===== src/rtl/piton_vortex_launch_seq_if.sv =====
// Launch sequencer bus: core-ctrl handshakes plus the Vortex DCR/reset/busy side.
// master drives the sequencer inputs, slave is the sequencer itself.
`timescale 1ns/1ps
interface piton_vortex_launch_seq_if #(
    parameter int DCR_ADDR_WIDTH = 12,
    parameter int DCR_DATA_WIDTH = 32
);
    logic                      cfg_val;
    logic [DCR_ADDR_WIDTH-1:0] cfg_addr;
    logic [DCR_DATA_WIDTH-1:0] cfg_data;
    logic                      cfg_rdy;
    logic                      launch_val;
    logic                      launch_rdy;
    logic                      abort;
    logic                      dcr_wr_valid;
    logic [DCR_ADDR_WIDTH-1:0] dcr_wr_addr;
    logic [DCR_DATA_WIDTH-1:0] dcr_wr_data;
    logic                      vortex_reset;
    logic                      vortex_busy;
    logic                      done_val;
    logic [1:0]                done_status;
    logic                      done_rdy;
    logic [31:0]               run_cycles;
    logic [2:0]                seq_state;

    modport master (
        output cfg_val, cfg_addr, cfg_data, launch_val, abort,
        output vortex_busy, done_rdy,
        input  cfg_rdy, launch_rdy, dcr_wr_valid, dcr_wr_addr, dcr_wr_data,
        input  vortex_reset, done_val, done_status, run_cycles, seq_state
    );

    modport slave (
        input  cfg_val, cfg_addr, cfg_data, launch_val, abort,
        input  vortex_busy, done_rdy,
        output cfg_rdy, launch_rdy, dcr_wr_valid, dcr_wr_addr, dcr_wr_data,
        output vortex_reset, done_val, done_status, run_cycles, seq_state
    );
endinterface


===== src/rtl/piton_vortex_launch_seq.sv =====
// Vortex launch sequencer: buffers DCR writes, replays them under reset, tracks the run.
// Optional run-cycle counter: define PITON_VORTEX_LAUNCH_SEQ_CYCLE_CNT_EN.
`timescale 1ns/1ps
module piton_vortex_launch_seq #(
    parameter int DCR_ADDR_WIDTH = 12,
    parameter int DCR_DATA_WIDTH = 32,
    parameter int FIFO_DEPTH     = 8,
    parameter int RST_CYCLES     = 16,
    parameter int START_TIMEOUT  = 1024
) (
    input  logic                     sys_clk,
    input  logic                     sys_rst_n,
    piton_vortex_launch_seq_if.slave bus
);
    localparam int PW      = $clog2(FIFO_DEPTH);
    localparam int EW      = DCR_ADDR_WIDTH + DCR_DATA_WIDTH;
    localparam int CNT_MAX = (RST_CYCLES > START_TIMEOUT) ? RST_CYCLES : START_TIMEOUT;
    localparam int CW      = $clog2(CNT_MAX) + 1;
    localparam logic [PW:0]   PTR_ONE = 1;
    localparam logic [CW-1:0] CNT_ONE = 1;

    typedef enum logic [2:0] {
        S_IDLE  = 3'd0,
        S_DRAIN = 3'd1,
        S_HOLD  = 3'd2,
        S_WAIT  = 3'd3,
        S_RUN   = 3'd4,
        S_DONE  = 3'd5
    } state_e;

    state_e                    state_q, state_d;
    logic [PW:0]               wptr_q, wptr_d, rptr_q, rptr_d;
    logic [EW-1:0]             mem_q [FIFO_DEPTH];
    logic [CW-1:0]             cnt_q, cnt_d;
    logic                      dcr_valid_q, dcr_valid_d;
    logic [DCR_ADDR_WIDTH-1:0] dcr_addr_q, dcr_addr_d;
    logic [DCR_DATA_WIDTH-1:0] dcr_data_q, dcr_data_d;
    logic                      vrst_q, vrst_d;
    logic                      done_val_q, done_val_d;
    logic [1:0]                status_q, status_d;

    logic          fifo_empty, fifo_full;
    logic          push, launch, pop, avail;
    logic [EW-1:0] head;

    assign fifo_empty = (wptr_q == rptr_q);
    assign fifo_full  = (wptr_q[PW] != rptr_q[PW]) &&
                        (wptr_q[PW-1:0] == rptr_q[PW-1:0]);

    assign bus.cfg_rdy    = (state_q == S_IDLE) && !fifo_full;
    assign bus.launch_rdy = (state_q == S_IDLE);

    assign push   = bus.cfg_val & bus.cfg_rdy;
    assign launch = bus.launch_val & bus.launch_rdy;
    assign avail  = !fifo_empty || push;
    // A cfg write arriving with the launch into an empty FIFO is forwarded directly.
    assign head   = fifo_empty ? {bus.cfg_addr, bus.cfg_data}
                               : mem_q[rptr_q[PW-1:0]];

    always_comb begin
        state_d     = state_q;
        cnt_d       = cnt_q;
        vrst_d      = vrst_q;
        done_val_d  = done_val_q;
        status_d    = status_q;
        wptr_d      = push ? wptr_q + PTR_ONE : wptr_q;
        rptr_d      = rptr_q;
        pop         = 1'b0;
        dcr_valid_d = 1'b0;
        dcr_addr_d  = dcr_addr_q;
        dcr_data_d  = dcr_data_q;

        unique case (state_q)
            S_IDLE: begin
                vrst_d = 1'b1;
                if (launch) state_d = S_DRAIN;
            end
            S_DRAIN: begin
                if (fifo_empty) begin
                    state_d = S_HOLD;
                    cnt_d   = '0;
                end
            end
            S_HOLD: begin
                if (cnt_q == CW'(RST_CYCLES - 1)) begin
                    state_d = S_WAIT;
                    cnt_d   = '0;
                    vrst_d  = 1'b0;
                end else begin
                    cnt_d = cnt_q + CNT_ONE;
                end
            end
            S_WAIT: begin
                if (bus.vortex_busy) begin
                    state_d = S_RUN;
                end else if (cnt_q == CW'(START_TIMEOUT - 1)) begin
                    state_d    = S_DONE;
                    status_d   = 2'b10;
                    done_val_d = 1'b1;
                end else begin
                    cnt_d = cnt_q + CNT_ONE;
                end
            end
            S_RUN: begin
                if (!bus.vortex_busy) begin
                    state_d    = S_DONE;
                    status_d   = 2'b00;
                    done_val_d = 1'b1;
                end
            end
            S_DONE: begin
                if (bus.done_rdy) begin
                    state_d    = S_IDLE;
                    done_val_d = 1'b0;
                    vrst_d     = 1'b1;
                end
            end
            default: state_d = S_IDLE;
        endcase

        if (bus.abort && (state_q inside {S_DRAIN, S_HOLD, S_WAIT, S_RUN})) begin
            state_d    = S_DONE;
            status_d   = 2'b01;
            done_val_d = 1'b1;
            vrst_d     = 1'b1;
            rptr_d     = wptr_q;
        end

        // Pop one cycle ahead so the registered strobe lines up with DRAIN.
        pop = (state_d == S_DRAIN) && avail;
        if (pop) begin
            rptr_d      = rptr_q + PTR_ONE;
            dcr_valid_d = 1'b1;
            dcr_addr_d  = head[EW-1:DCR_DATA_WIDTH];
            dcr_data_d  = head[DCR_DATA_WIDTH-1:0];
        end
    end

    always_ff @(posedge sys_clk) begin
        if (push) mem_q[wptr_q[PW-1:0]] <= {bus.cfg_addr, bus.cfg_data};
    end

    always_ff @(posedge sys_clk or negedge sys_rst_n) begin
        if (!sys_rst_n) begin
            state_q     <= S_IDLE;
            wptr_q      <= '0;
            rptr_q      <= '0;
            cnt_q       <= '0;
            dcr_valid_q <= 1'b0;
            dcr_addr_q  <= '0;
            dcr_data_q  <= '0;
            vrst_q      <= 1'b1;
            done_val_q  <= 1'b0;
            status_q    <= 2'b00;
        end else begin
            state_q     <= state_d;
            wptr_q      <= wptr_d;
            rptr_q      <= rptr_d;
            cnt_q       <= cnt_d;
            dcr_valid_q <= dcr_valid_d;
            dcr_addr_q  <= dcr_addr_d;
            dcr_data_q  <= dcr_data_d;
            vrst_q      <= vrst_d;
            done_val_q  <= done_val_d;
            status_q    <= status_d;
        end
    end

`ifdef PITON_VORTEX_LAUNCH_SEQ_CYCLE_CNT_EN
    logic [31:0] cyc_q, cyc_d, run_q, run_d;

    always_comb begin
        cyc_d = cyc_q;
        run_d = run_q;
        if (state_q == S_HOLD && state_d != S_HOLD) begin
            cyc_d = '0;
        end else if ((state_q == S_WAIT || state_q == S_RUN) && cyc_q != '1) begin
            cyc_d = cyc_q + 32'd1;
        end
        if (state_d == S_DONE && state_q != S_DONE) run_d = cyc_q;
    end

    always_ff @(posedge sys_clk or negedge sys_rst_n) begin
        if (!sys_rst_n) begin
            cyc_q <= '0;
            run_q <= '0;
        end else begin
            cyc_q <= cyc_d;
            run_q <= run_d;
        end
    end

    assign bus.run_cycles = run_q;
`else
    assign bus.run_cycles = '0;
`endif

    assign bus.dcr_wr_valid = dcr_valid_q;
    assign bus.dcr_wr_addr  = dcr_addr_q;
    assign bus.dcr_wr_data  = dcr_data_q;
    assign bus.vortex_reset = vrst_q;
    assign bus.done_val     = done_val_q;
    assign bus.done_status  = status_q;
    assign bus.seq_state    = state_q;
endmodule


===== src/flat_wrapper.sv =====
// flat-port wrapper written by rule: the top's interface ports become plain ports
module piton_vortex_launch_seq_flat 
#(
    parameter int DCR_ADDR_WIDTH = 12,
    parameter int DCR_DATA_WIDTH = 32,
    parameter int FIFO_DEPTH     = 8,
    parameter int RST_CYCLES     = 16,
    parameter int START_TIMEOUT  = 1024
)
  (sys_clk, sys_rst_n, bus_cfg_val, bus_cfg_addr, bus_cfg_data, bus_launch_val, bus_abort, bus_vortex_busy, bus_done_rdy, bus_cfg_rdy, bus_launch_rdy, bus_dcr_wr_valid, bus_dcr_wr_addr, bus_dcr_wr_data, bus_vortex_reset, bus_done_val, bus_done_status, bus_run_cycles, bus_seq_state);
  piton_vortex_launch_seq_if #(.DCR_ADDR_WIDTH(DCR_ADDR_WIDTH), .DCR_DATA_WIDTH(DCR_DATA_WIDTH)) bus_i ();
  input  logic sys_clk;
  input  logic sys_rst_n;
  input wire logic [$bits(bus_i.cfg_val)-1:0] bus_cfg_val;
  input wire logic [$bits(bus_i.cfg_addr)-1:0] bus_cfg_addr;
  input wire logic [$bits(bus_i.cfg_data)-1:0] bus_cfg_data;
  input wire logic [$bits(bus_i.launch_val)-1:0] bus_launch_val;
  input wire logic [$bits(bus_i.abort)-1:0] bus_abort;
  input wire logic [$bits(bus_i.vortex_busy)-1:0] bus_vortex_busy;
  input wire logic [$bits(bus_i.done_rdy)-1:0] bus_done_rdy;
  output wire logic [$bits(bus_i.cfg_rdy)-1:0] bus_cfg_rdy;
  output wire logic [$bits(bus_i.launch_rdy)-1:0] bus_launch_rdy;
  output wire logic [$bits(bus_i.dcr_wr_valid)-1:0] bus_dcr_wr_valid;
  output wire logic [$bits(bus_i.dcr_wr_addr)-1:0] bus_dcr_wr_addr;
  output wire logic [$bits(bus_i.dcr_wr_data)-1:0] bus_dcr_wr_data;
  output wire logic [$bits(bus_i.vortex_reset)-1:0] bus_vortex_reset;
  output wire logic [$bits(bus_i.done_val)-1:0] bus_done_val;
  output wire logic [$bits(bus_i.done_status)-1:0] bus_done_status;
  output wire logic [$bits(bus_i.run_cycles)-1:0] bus_run_cycles;
  output wire logic [$bits(bus_i.seq_state)-1:0] bus_seq_state;
  assign bus_i.cfg_val = bus_cfg_val;
  assign bus_i.cfg_addr = bus_cfg_addr;
  assign bus_i.cfg_data = bus_cfg_data;
  assign bus_i.launch_val = bus_launch_val;
  assign bus_i.abort = bus_abort;
  assign bus_i.vortex_busy = bus_vortex_busy;
  assign bus_i.done_rdy = bus_done_rdy;
  assign bus_cfg_rdy = bus_i.cfg_rdy;
  assign bus_launch_rdy = bus_i.launch_rdy;
  assign bus_dcr_wr_valid = bus_i.dcr_wr_valid;
  assign bus_dcr_wr_addr = bus_i.dcr_wr_addr;
  assign bus_dcr_wr_data = bus_i.dcr_wr_data;
  assign bus_vortex_reset = bus_i.vortex_reset;
  assign bus_done_val = bus_i.done_val;
  assign bus_done_status = bus_i.done_status;
  assign bus_run_cycles = bus_i.run_cycles;
  assign bus_seq_state = bus_i.seq_state;
  piton_vortex_launch_seq #(.DCR_ADDR_WIDTH(DCR_ADDR_WIDTH), .DCR_DATA_WIDTH(DCR_DATA_WIDTH), .FIFO_DEPTH(FIFO_DEPTH), .RST_CYCLES(RST_CYCLES), .START_TIMEOUT(START_TIMEOUT)) u_core (.sys_clk(sys_clk), .sys_rst_n(sys_rst_n), .bus(bus_i));
endmodule

===== config.mk =====
export PLATFORM = sky130hd
export DESIGN_NAME = piton_vortex_launch_seq_flat
export DESIGN_NICKNAME = d
export VERILOG_FILES = /design/src/rtl/piton_vortex_launch_seq_if.sv /design/src/rtl/piton_vortex_launch_seq.sv /design/src/flat_wrapper.sv
export SDC_FILE = /design/constraint.sdc
export NUM_CORES = 1
export LEC_CHECK = 0
export CAP_MARGIN = 20
export CELL_PAD_IN_SITES_DETAIL_PLACEMENT = 0
export CELL_PAD_IN_SITES_GLOBAL_PLACEMENT = 2
export CORE_UTILIZATION = 30
export DETAILED_ROUTE_END_ITERATION = 8
export PLACE_DENSITY = 0.64
export SLEW_MARGIN = 25
export SYNTH_ARGS = -nofsm -noshare
export SYNTH_HDL_FRONTEND = slang
export SYNTH_SLANG_ARGS = --single-unit

===== constraint.sdc =====
create_clock -name sys_clk -period 5.6 [get_ports sys_clk]
set_input_delay 1.12 -clock sys_clk [delete_from_list [all_inputs] [get_ports sys_clk]]
set_output_delay 1.12 -clock sys_clk [all_outputs]
set_load 0.03 [all_outputs]

# --- Yosys cells after proc, flatten, opt, wreduce, memory -nomap -nowiden ---
# Memories as Yosys holds them, arrays and structs flattened. A register that Yosys moved wholly into a read port is not among the register bits.
# Cells that the tools add are included.
totals:
  ff_bits: 27
  latchBits: 0
  ram_bits: 352
  rom_bits: 0
  input_bits: 51
  out_inout_bits: 86
  elab_cells: 86
  mem_count: 1
memory_table:
  columns: ["memory", "depth", "width", "read_ports", "rd_ports_with_merged_regs", "write_ports", "line", "text"]
  rows:
  - ["u_core.mem_q", 8, 44, 1, 1, 1, "piton_vortex_launch_seq.sv:33", "logic [EW-1:0] mem_q [FIFO_DEPTH];"]
op_classes:
  n_addsub: 3
  mul: 0
  div_mod_pow: 0
  order_cmp: 0
  eq_ne: 19
  shift: 0
  n_mux: 34
  n_bitwise: 2
  reduce_logical: 19
ops:
  columns: ["operator", "count"]
  rows:
  - ["2-to-1 mux 11 bit", 4]
  - ["one-hot mux 11 bit (3 select lines)", 1]
  - ["2-to-1 mux 3 bit", 8]
  - ["one-hot mux 3 bit (6 select lines)", 1]
  - ["nonzero test 4 bit", 3]
  - ["adder 11 x 1 -> 11 bit (second input constant)", 1]
  - ["== test 11 x 10 -> 1 bit (second input constant)", 1]
  - ["== test 11 x 4 -> 1 bit (second input constant)", 1]
  - ["2-to-1 mux 1 bit", 11]
  - ["inequality test 3 x 2 -> 1 bit (second input constant)", 3]
  - ["adder 4 x 1 -> 4 bit (second input constant)", 2]
  - ["2-to-1 mux 2 bit", 4]
  - ["2-to-1 mux 4 bit", 2]
  - ["AND reduction 4 bit", 2]
  - ["== test 3 x 1 -> 1 bit (second input constant)", 2]
  - ["== test 3 x 2 -> 1 bit (second input constant)", 2]
  - ["== test 3 bit (second input constant)", 2]
  - ["inequality test 3 bit (second input constant)", 2]
  - ["one-hot mux 1 bit (3 select lines)", 2]
  - ["nonzero test 3 bit", 2]
  - ["AND reduction 5 bit", 1]
  - ["== test 4 bit", 1]
  - ["logical AND 1 bit", 4]
  - ["inequality test 2 bit (second input constant)", 2]
  - ["other kinds (10)", 13]

# --- Logic depth before layout (Yosys ltp) ---
depth:
  word_depth: 8
  ltp_mapped: 10
  mapped_depth_nobuf: 7

# --- Worst setup path after synthesis ---
# No wires, ideal clock.
synth_path:
  path_kind: "register to register"
  from: "register u_core.state_q[0] (netlist: u_core.bus.seq_state[0])"
  to: "memory u_core.mem_q[0][0] in the netlist's numbering, enable pin"
  setup_ns: 0.500
  t_arrival_ns: 4.858
  t_required_ns: 5.100
  setup_slack_ns: 0.242
  stages_incl_launch_ff: 7
  n_path_buf: 1
  period_less_slack_ns: 5.358
  cell_sequence: "dfrtp_1 clkbuf_1 or3_1 inv_1 nand2_1 or3_1 nor3_1"
synth_via:
  elab_chain_len: 5
synth_rtl:
  columns: ["item", "line", "text"]
  rows:
  - ["start: declaration", "piton_vortex_launch_seq.sv:31", "state_e state_q, state_d;"]
  - ["start signal: assignment", "piton_vortex_launch_seq.sv:156", "state_q <= state_d;"]
  - ["logical NOT 3 bit", null, null]
  - ["net bus_launch_rdy", "flat_wrapper.sv:22", "output wire logic [$bits(bus_i.launch_rdy)-1:0] bus_launch_rdy;"]
  - ["logical AND 1 bit", "piton_vortex_launch_seq.sv:50", "assign bus.cfg_rdy = (state_q == S_IDLE) && !fifo_full;"]
  - ["bitwise AND 1 bit", "piton_vortex_launch_seq.sv:53", "assign push = bus.cfg_val & bus.cfg_rdy;"]
  - ["2-to-1 mux 1 bit", "piton_vortex_launch_seq.sv:140", "if (push) mem_q[wptr_q[PW-1:0]] <= {bus.cfg_addr, bus.cfg_data};"]
  - ["2-to-1 mux 1 bit (not written as such)", "piton_vortex_launch_seq.sv:140", null]
  - ["end: declaration", "piton_vortex_launch_seq.sv:33", null]
# The timed path passes the listed nets, and every way through them passes these cells.

# --- Worst setup path after layout ---
layout_path:
  from: "register u_core.rptr_q[1]"
  to: "output port bus_cfg_rdy"
layout_via:
  elab_chain_len: 4
layout_rtl:
  columns: ["item", "line", "text"]
  rows:
  - ["start: declaration", "piton_vortex_launch_seq.sv:32", "logic [PW:0] wptr_q, wptr_d, rptr_q, rptr_d;"]
  - ["start signal: assignment", "piton_vortex_launch_seq.sv:158", "rptr_q <= rptr_d;"]
  - ["== test 3 bit", "piton_vortex_launch_seq.sv:48", "(wptr_q[PW-1:0] == rptr_q[PW-1:0]);"]
  - ["logical AND 1 bit", "piton_vortex_launch_seq.sv:47", "assign fifo_full = (wptr_q[PW] != rptr_q[PW]) &&"]
  - ["logical NOT 1 bit", "piton_vortex_launch_seq.sv:50", null]
  - ["logical AND 1 bit", "piton_vortex_launch_seq.sv:50", null]
  - ["end: declaration", "flat_wrapper.sv:21", "output wire logic [$bits(bus_i.cfg_rdy)-1:0] bus_cfg_rdy;"]
# No other way between the ends.

==> results by group <==
Status
  – Outcome: complete, no violations

Detailed routing
  – Initial DRC count: 547
  – Post-route ant nets: 0
  – Vias/cell: 4.65
  – DRC: 0
  – Drt pass-1 iters: 4
  – Drt total wl: approximately 38000 um
  – Total vias in the final route: roughly 8700
  – WL/cell: 20.2 um

Floorplan
  – Die area: between 50000 and 60000 sq um
  – Starting Density: 0.305
  – I/O pins: 137
  – Placeable Area: 56600 sq um
  – Die Height: ~240 um
  – Die Span X: 242 um
  – Placement row count: 87

STA
  – Slew margin rel.: 0.410
  – Setup TNS: 0 ns
  – Hold Vio Cnt, Final: 0
  – Peak Freq: 241 MHz
  – Final number of max-transition violations: 0
  – RSZ-0062 raised after global routing: no
  – Final Critical Period: 4.14 ns
  – Worst Max-Slew Pin Slew: 0.885 ns
  – # setup viols final: 0
  – Tcrit/Tclk final: 0.740
  – Clock skew: 0.0406 ns

Pwr
  – LEAKAGE: approximately 7 nW
  – Pwr/cell area: 520 nW/um^2
  – Worst vdd ir: 315 uV
  – Power, Total: 10.7 mW

Logic synthesis
  – Syn Area/Cell: 18.2 sq um
  – Mapped Cells: 948
  – Post-synth top area share: 0.613
  – Post-Synth XOR/XNOR Area: 0.00355
  – Ys flop type: edfxtp_1
  – Post-Synth Adder-Cell Area: 0.00218
  – Yosys reg bits: 423
  – Syn. warnings: 0
  – EDFF count, synth: 352
  – Post-synth top cells: edfxtp_1 (352), mux4_2 (88), dfrtp_1 (70)
  – Simple-gate portion of the synthesized area: 0.0389
  – Compound-Gate Fraction of Synth Area: 0.0345
  – Multiplexer area fraction after synthesis: 0.176
  – Yosys cell types: 53
  – Yosys top cell by area: edfxtp_1
  – Main combinational cell family by area after synthesis: multiplexers
  – Most frequent cell after synthesis: edfxtp_1
  – Largest cells by area after synthesis: edfxtp_1 (61%), mux4_2 (11%), dfrtp_1 (10%)
  – Synth Cell Area: 17300 sq um
  – Register area share after synthesis: 0.716
  – Synth async-reset ratio: 0.168

Worst setup path
  – Reg2reg start: u_core.rptr_q[1]
  – Max incr delay on CP: 0.91 ns
  – Startpoint types: flip-flop
  – CP Class: flip-flop to output pin
  – Slowest CP cell: dfrtp_4
  – Worst R2R End: u_core.bus.dcr_wr_data[11]
  – Worst path cell trace: xor2_1 > nor4_1 > nor2_1 > clkdlybuf4s50_1
  – Worst EP arrival: 3.02 ns
  – Reg-to-reg setup timing slack: 1.90 ns
  – Worst Path Max Fanout: 46
  – Worst Setup End Kind: output pin
  – Worst EP required: 4.48 ns
  – Worst R2R Path Depth: 7

Layout
  – Share of layout cells above drive strength 1: 0.216
  – P&R area growth vs syn: 19.4%
  – Cell Count, Final, Fillers Out: between 1500 and 2000
  – # nets final: 1122
  – ANT cells: 0

Clock tree
  – Clock transition at path regs: 0.06 ns
  – Hold-fix buffer count after cts: 0
  – CTS H-Tree Depth: 2
  – Worst skew pair latency: 0.59 ns
  – CTS tree: built
  – Post-cts sizing count: 0
  – Clock Sinks: 423
  – CTS Buffer Depth: 3
  – Root Driver: clkbuf_16
  – CTS buffer count: 47
  – Post-CTS setup buffers: 0

Worst hold path
  – Hold Path End: u_core.bus.dcr_wr_data[4]
  – Worst hold path class: flip-flop to flip-flop
  – Hold Path Depth: 1
  – Hold Crit Start: u_core.bus.dcr_wr_data[4]

Global route
  – M3 GR Usage: 0.0250
  – First-pass GRT wire length: 58200 um
  – Met2 Use GR: 0.213
  – Total grt overflow: 0
  – Initial antenna violation count: 1
  – GRT Util Overall: 0.131
  – Met1 Usage GRT: 0.178
  – Largest net degree at the start of global routing: 68
  – Vias in the first global route: about 9100
  – GRT Max-Usage Layer: met2

Placed design
  – IO buf count: roughly 100
  – GP Congestion: 0.728
  – Placed cell count: 1774
  – DP HPWL: 21200 um

Job
  – Total of max-cap violations: 0
## cell families (layout without fill, tap and decap cells)
kind of cell,after synthesis,in the layout
flip-flops,423,423
multiplexers,177,177
AND/OR/NAND/NOR,141,141
AO/OA/AOI/OAI,102,102
buffers and inverters,94,219
XOR/XNOR,7,7
adder cells (fa/ha/maj),3,3
other,1,32
## worst max-delay path by stage
stage,start,end
2_1_floorplan,u_core.bus.seq_state[0],u_core.mem_q[0][0]
4_1_cts,u_core.rptr_q[1],bus_cfg_rdy
6_report,u_core.rptr_q[1],bus_cfg_rdy
3_3_place_gp,bus_vortex_busy,u_core.bus.dcr_wr_data[10]
5_1_grt,u_core.rptr_q[1],bus_cfg_rdy
3_5_place_dp,bus_vortex_busy,u_core.bus.dcr_wr_data[7]
## cells in the final DEF, fill, tap and decap left out, types with 4 or more instances in the layout
cell / synthesis / layout
clkbuf_16: 0 / 47
a21oi_1: 60 / 60
mux2_2: 18 / 18
clkbuf_1: 33 / 13
clkinv_1: 0 / 8
conb_1: 1 / 32
xor2_1: 4 / 4
and2_1: 4 / 4
clkbuf_8: 0 / 5
buf_4: 32 / 16
clkdlybuf4s50_1: 0 / 103
mux4_2: 88 / 88
dfrtp_1: 70 / 67
nand2_1: 27 / 27
and3_1: 4 / 4
nor3_1: 6 / 4
nor2b_1: 4 / 4
a31oi_1: 8 / 8
mux2_4: 27 / 27
nor2_4: 1 / 7
or3_1: 5 / 5
nand3_1: 10 / 9
inv_1: 11 / 11
mux2i_1: 44 / 44
nand2b_1: 9 / 9
clkinv_2: 0 / 6
edfxtp_1: 352 / 352
nor2_1: 60 / 54
o21ai_0: 13 / 13
## state kept, by name (all words and copies together) (netlist names)
signal                   count
u_core.bus.vortex_reset      1
u_core.bus.dcr_wr_data      32
u_core.bus.dcr_wr_addr      12
u_core.bus.done_status       2
u_core.rptr_q                4
u_core.bus.seq_state         3
u_core.cnt_q                11
u_core.mem_q               352
u_core.bus.dcr_wr_valid      1
u_core.bus.done_val          1
u_core.wptr_q                4
## worst max-delay path, delay by kind of cell (launching register included)
kind / cells / cell delay (ns)
DFF: 1 / 0.91
buffers and inverters: 1 / 0.62
xor gates and xnor gates: 1 / 0.20
and+or+nand+nor: 2 / 0.70
## final cells by class
class                           instances  area, sq um
Tap cell                              756          946
Fill cell                            5344        36000
Timing Repair Buffer                  123         1240
Sequential cell                       423        12400
Clock inverter                         20          141
Multi-Input combinational cell        462         4590
Inverter                               11         41.3
Clock buffer                           65         1290
## where the power goes
part | leakage (nW) | total (mW) | internal, mW | switching, mW
Sequential | 4.02 | 4.10 | 3.80 | 0.303
Combinational | 2.25 | 3.71 | 1.85 | 1.86
Clock | 0.695 | 2.89 | 1.66 | 1.23
Total | 6.97 | 10.7 | 7.31 | 3.40
## per-stage QoR
step	hold WS (ns)	utilization	setup slack [ns]	instance area, sq um
final	0.507	0.364	1.46	20600
after global routing	0.519	0.364	1.21	20600
after CTS	0.512	0.363	1.34	20600
after detailed placement	0.496	0.338	1.46	19100
after global placement	0.492	0.338	1.44	19100
after floorplan	0.485	-	0.242	17400
## per-layer routing
| metal | vias to the layer above | wire length (um) |
|---|---|---|
| li1 | 3921 | - |
| met1 | 4499 | 17400 |
| met2 | 177 | 17800 |
| met3 | 51 | 1630 |
| met4 | 2 | 729 |
| met5 | - | 7 |
Power figures use the tool's default switching activity.
